<file path="config.mk">
export PLATFORM = sky130hd
export DESIGN_NAME = alu_wide_seq
export DESIGN_NICKNAME = d
export VERILOG_FILES = /design/src/rtl/wide_alu_pkg.sv /design/src/rtl/alu_wide_seq.sv
export SDC_FILE = /design/constraint.sdc
export NUM_CORES = 1
export LEC_CHECK = 0
export BUFFER_PORTS_ARGS = -buffer_cell sky130_fd_sc_hd__buf_2
export CORE_UTILIZATION = 30
export DETAILED_ROUTE_END_ITERATION = 16
export SYNTH_ARGS = -nofsm -noshare
export SYNTH_HDL_FRONTEND = slang
export SYNTH_SLANG_ARGS = --single-unit
</file>
<file path="constraint.sdc">
create_clock -name clk -period 1.9 [get_ports clk]
set_clock_uncertainty 0.2 [all_clocks]
set_input_delay 0.38 -clock clk [delete_from_list [all_inputs] [get_ports clk]]
set_output_delay 0.38 -clock clk [all_outputs]
set_load 0.005 [all_outputs]
</file>
<file path="src/rtl/wide_alu_pkg.sv">
// Shared types and constants for the sequential double-width ALU wrapper
// and the single-width ALU it drives.
package wide_alu_pkg;

   localparam int N_DEF = 32;

   typedef enum logic [1:0] {
      IDLE = 2'd0,
      LO   = 2'd1,
      HI   = 2'd2,
      RSP  = 2'd3
   } state_e;

   // Op codes packed as {S[3:0], M}
   localparam logic [4:0] ALU_ADD = {4'b1001, 1'b0};
   localparam logic [4:0] ALU_SUB = {4'b0110, 1'b0};
   localparam logic [4:0] ALU_XOR = {4'b0110, 1'b1};

endpackage

</file>
<file path="src/rtl/alu_wide_seq.sv">
// Runs a 2N-bit ALU operation as two N-bit beats (low then high) through
// an external N-bit ALU, with valid/ready request and response handshakes.
module alu_wide_seq
   import wide_alu_pkg::*;
#(
   parameter int N = N_DEF
) (
   input  logic           clk,
   input  logic           rst_n,
   input  logic           req_valid,
   output logic           req_ready,
   input  logic [2*N-1:0] req_a,
   input  logic [2*N-1:0] req_b,
   input  logic [3:0]     req_s,
   input  logic           req_m,
   input  logic           req_cin,
   output logic [N-1:0]   alu_opA,
   output logic [N-1:0]   alu_opB,
   output logic [3:0]     alu_S,
   output logic           alu_M,
   output logic           alu_Cin,
   input  logic [N-1:0]   alu_DO,
   input  logic           alu_C,
   input  logic           alu_V,
   input  logic           alu_N,
   input  logic           alu_Z,
   output logic           rsp_valid,
   input  logic           rsp_ready,
   output logic [2*N-1:0] rsp_do,
   output logic           rsp_c,
   output logic           rsp_v,
   output logic           rsp_n,
   output logic           rsp_z,
   output logic           busy
);

   state_e         state_q, state_d;
   logic [2*N-1:0] a_q, a_d, b_q, b_d;
   logic [3:0]     s_q, s_d;
   logic           m_q, m_d, cin_q, cin_d;
   logic [N-1:0]   lo_do_q, lo_do_d, hi_do_q, hi_do_d;
   logic           lo_c_q, lo_c_d, lo_z_q, lo_z_d;
   logic           hi_c_q, hi_c_d, hi_v_q, hi_v_d;
   logic           hi_n_q, hi_n_d, hi_z_q, hi_z_d;

   always_comb begin
      state_d   = state_q;
      a_d       = a_q;
      b_d       = b_q;
      s_d       = s_q;
      m_d       = m_q;
      cin_d     = cin_q;
      lo_do_d   = lo_do_q;
      lo_c_d    = lo_c_q;
      lo_z_d    = lo_z_q;
      hi_do_d   = hi_do_q;
      hi_c_d    = hi_c_q;
      hi_v_d    = hi_v_q;
      hi_n_d    = hi_n_q;
      hi_z_d    = hi_z_q;
      req_ready = 1'b0;
      rsp_valid = 1'b0;
      alu_opA   = '0;
      alu_opB   = '0;
      alu_S     = '0;
      alu_M     = 1'b0;
      alu_Cin   = 1'b0;
      unique case (state_q)
         IDLE: begin
            req_ready = 1'b1;
            if (req_valid) begin
               a_d     = req_a;
               b_d     = req_b;
               s_d     = req_s;
               m_d     = req_m;
               cin_d   = req_cin;
               state_d = LO;
            end
         end
         LO: begin
            alu_opA = a_q[N-1:0];
            alu_opB = b_q[N-1:0];
            alu_S   = s_q;
            alu_M   = m_q;
            alu_Cin = cin_q;
            lo_do_d = alu_DO;
            lo_c_d  = alu_C;
            lo_z_d  = alu_Z;
            state_d = HI;
         end
         HI: begin
            alu_opA = a_q[2*N-1:N];
            alu_opB = b_q[2*N-1:N];
            alu_S   = s_q;
            alu_M   = m_q;
            // Logic ops have no carry chain between beats
            alu_Cin = m_q ? cin_q : lo_c_q;
            hi_do_d = alu_DO;
            hi_c_d  = alu_C;
            hi_v_d  = alu_V;
            hi_n_d  = alu_N;
            hi_z_d  = alu_Z;
            state_d = RSP;
         end
         RSP: begin
            rsp_valid = 1'b1;
            if (rsp_ready) state_d = IDLE;
         end
      endcase
   end

   always_ff @(posedge clk) begin
      if (!rst_n) begin
         state_q <= IDLE;
         a_q     <= '0;
         b_q     <= '0;
         s_q     <= '0;
         m_q     <= 1'b0;
         cin_q   <= 1'b0;
         lo_do_q <= '0;
         lo_c_q  <= 1'b0;
         lo_z_q  <= 1'b0;
         hi_do_q <= '0;
         hi_c_q  <= 1'b0;
         hi_v_q  <= 1'b0;
         hi_n_q  <= 1'b0;
         hi_z_q  <= 1'b0;
      end else begin
         state_q <= state_d;
         a_q     <= a_d;
         b_q     <= b_d;
         s_q     <= s_d;
         m_q     <= m_d;
         cin_q   <= cin_d;
         lo_do_q <= lo_do_d;
         lo_c_q  <= lo_c_d;
         lo_z_q  <= lo_z_d;
         hi_do_q <= hi_do_d;
         hi_c_q  <= hi_c_d;
         hi_v_q  <= hi_v_d;
         hi_n_q  <= hi_n_d;
         hi_z_q  <= hi_z_d;
      end
   end

   assign rsp_do = {hi_do_q, lo_do_q};
   assign rsp_c  = hi_c_q;
   assign rsp_v  = hi_v_q;
   assign rsp_n  = hi_n_q;
   assign rsp_z  = lo_z_q & hi_z_q;
   assign busy   = (state_q != IDLE);

endmodule

</file>
==> impl_metrics.py <==
metrics = {
    "floorplanning": {
        "die_w_um": 173,
        "initial_utilization_pct": 30.5,
        "die_h_um": 173,
        "core_um2": 28700,
        "rows": 62,
        "dieArea_um2": 29900,
        "num_io_pins": 315,
    },
    "job": {
        "maxCapViolations": 0,
    },
    "timing": {
        "setup_tns_ps": -32870,
        "setup_viol": 72,
        "drv_slew": 0,
        "fmax_mhz": 412,
        "slew-limit-headroom_pct": 78.6,
        "rsz0062_at_grt": "yes",
        "worst_pin_slew_ps": 321,
        "setup_ws_ps": -529,
        "hold_violations": 0,
        "finalCritPeriodShare_pct": 128,
        "holdWs_ps": 75.4,
        "min_period_ps": 2430,
    },
    "synth": {
        "yosysMostFrequentCell": "nand2_1",
        "synth-edff-count": 0,
        "synth_cell_types": 20,
        "synth_flop_cell": "dfxtp_1",
        "ys_ff_latch": 206,
        "netlist_area_um2": 8750,
        "ys_top_cells_by_area": "dfxtp_1, nand2_1, nor2b_1",
        "synth_area_leader_cell": "dfxtp_1",
        "netlist_top_cells_count": "nand2_1, dfxtp_1, nor2b_1, a21boi_0, mux2i_1",
        "yosys_warnings": 0,
        "avgSynthCellArea_um2": 8.88,
        "syn_nets": 1165,
        "synth_top_area_share_pct": 47.1,
        "synthArstFlopShare_pct": 0,
        "yosysSeqAreaShare_pct": 47.1,
        "syn_inst": 986,
    },
    "cells_and_area": {
        "drive_above_1_share_pct": 33.2,
        "synthToLayoutAreaGrowth_pct": 62.2,
        "design_area_um2": 14200,
        "fill_cells": 2648,
        "nNetsFinal": 1656,
        "post-route-util_pct": 49.5,
    },
    "grt": {
        "grt_pass1_wl_mm": 46.0,
        "grt_antenna_before_repair": 2,
        "grt_usage_pct": 18.7,
        "grt_pass1_vias": 8852,
        "grt_overflow": 0,
        "grt_max_degree": 69,
    },
    "place": {
        "gp_congestion": 0.808,
        "port_buffers": 314,
        "placed_area_um2": 11100,
        "dpl.hpwl_mm": 18.1,
    },
    "routing": {
        "wl_per_cell_um": 15.3,
        "vias": 8532,
        "final_antenna_net_count": 0,
        "drc_errors": 0,
        "drt_pre_antenna_iters": 4,
        "avgViaCountPerCell": 4.54,
        "drt_iter0_markers": 254,
        "wirelength_mm": 28.8,
    },
    "clock_tree": {
        "clock-sinks": 206,
        "clockBufferDepth": 3,
        "cts_tree": "yes",
        "insertion_delay_ps": 520,
        "ctsHtreeMaxLevel": 1,
        "cts_root_buf": "clkbuf_16",
        "clkSlewWorstSetupHoldPaths_ps": 60,
        "numCtsBuffers": 24,
    },
    "worst_hold_path": {
        "hp-class": "in2reg",
    },
    "worst_setup_path": {
        "worst_ep_required_time_ps": 1320,
        "timing.setup.critical_path_class": "reg2out",
        "arrival_ps": 1850,
        "crit_path_end_kind": "output pin",
        "start_kind": "flip-flop",
        "cp_max_fo": 13,
    },
    "power": {
        "powerDensity_nw_per_um2": 1150,
        "p_leak_nw": 5.86,
        "ir_worst_vdd_mv": 0.843,
    },
    "run_status": {
        "status": "complete, but fails checks",
        "violations": "negative setup slack",
    },
}
[metal layers]
metal / wire (µm) / share of wire [%] / track usage, %
met1: 12800 / 44 / 22.8
met2: 13500 / 47 / 32.8
met3: 1770 / 6.1 / 4.62
met4: 799 / 2.8 / 5.13
met5: 0 / 0 / 0
[cells by family after synthesis]
group | Yosys count | synth area share (%)
and+or+nand+nor | 415 | 21.9
buffers and inverters | 86 | 4.79
muxes | 72 | 8.23
adders and majority gates | 5 | 0.715
AOI/OAI and AO/OA | 202 | 17.3
DFF | 206 | 47.1
[worst max-delay path: stages (launching register included)]
cell,delay [ps]
dfxtp_2,330
buf_6,110
ha_4,180
buf_12,160
buf_4,160
a22oi_2,200
nor2b_4,50
buf_2,120
[report_power, final]
| part | internal, mW | leakage (nW) | total [mW] | switching [mW] |
|---|---|---|---|---|
| clock | 2.77 | 0.389 | 4.60 | 1.82 |
| sequential | 5.08 | 1.69 | 5.55 | 0.463 |
| combinational | 3.17 | 3.78 | 6.18 | 3.01 |
[flip-flops by register name (all words and copies together) (netlist names), 2 cells and up]
name     cells
hi_do_q     32
s_q          4
state_q      2
a_q         64
lo_do_q     32
b_q         64
[final timing paths]
check | cells past startpoint | end | slack (ps) | start
max reg2reg | 6 | rsp_n | 110 | state_q[0]
max | 7 | alu_opB[3] | -530 | state_q[0]
min reg2reg | 2 | b_q[49] | 250 | b_q[49]
min | 2 | b_q[15] | 80 | rst_n
[through the flow]
step / power (mW) / cells / worst slack (ps)
finish: 16.3 / 1880 / -529
global route: 17.2 / 1880 / -592
CTS: 16.3 / 1875 / -541
detailed placement: 10.6 / 1654 / -163
global placement: 10.5 / 1654 / -142
floorplan: 8.37 / 986 / 7.76
[layout by cell type (no fill, tap or decap), drive strengths merged]
| master | synthesis | final |
|---|---|---|
| a21boi | 134 | 134 |
| and2 | 7 | 7 |
| a22oi | 64 | 64 |
| o21ai | 1 | 1 |
| ha | 5 | 5 |
| clkinv | 0 | 3 |
| clkbuf | 41 | 39 |
| dlygate4sd3 | 0 | 170 |
| o31a | 1 | 1 |
| nand3 | 1 | 1 |
| diode | 0 | 2 |
| mux2i | 72 | 72 |
| dfxtp | 206 | 206 |
| a21oi | 1 | 1 |
| nor2b | 135 | 135 |
| o21a | 1 | 1 |
| buf | 41 | 375 |
| bufbuf | 0 | 1 |
| nand2 | 272 | 272 |
| clkinvlp | 0 | 1 |
| bufinv | 0 | 1 |
| inv | 4 | 4 |
[timing repair]
action,CTS,global route
hold endpoints to repair,203,0
resized for setup,70,34
cloned,2,1
pin swaps,3,4
buffers inserted,6,3
hold buffers,170,0
endpoints found under the setup margin,73,102
[layout make-up]
class	instances	area [µm²]	share of cell area, %
inverter	4	15.0	0.106
sequential	206	4130	29.1
multi-input combinational	694	4630	32.6
antenna	2	5.00	0.0353
tap	384	480	3.38
timing repair buffer	547	4140	29.2
clock buffer	38	733	5.17
clock inverter	5	63.8	0.450
(Power assumes the default switching activity.)
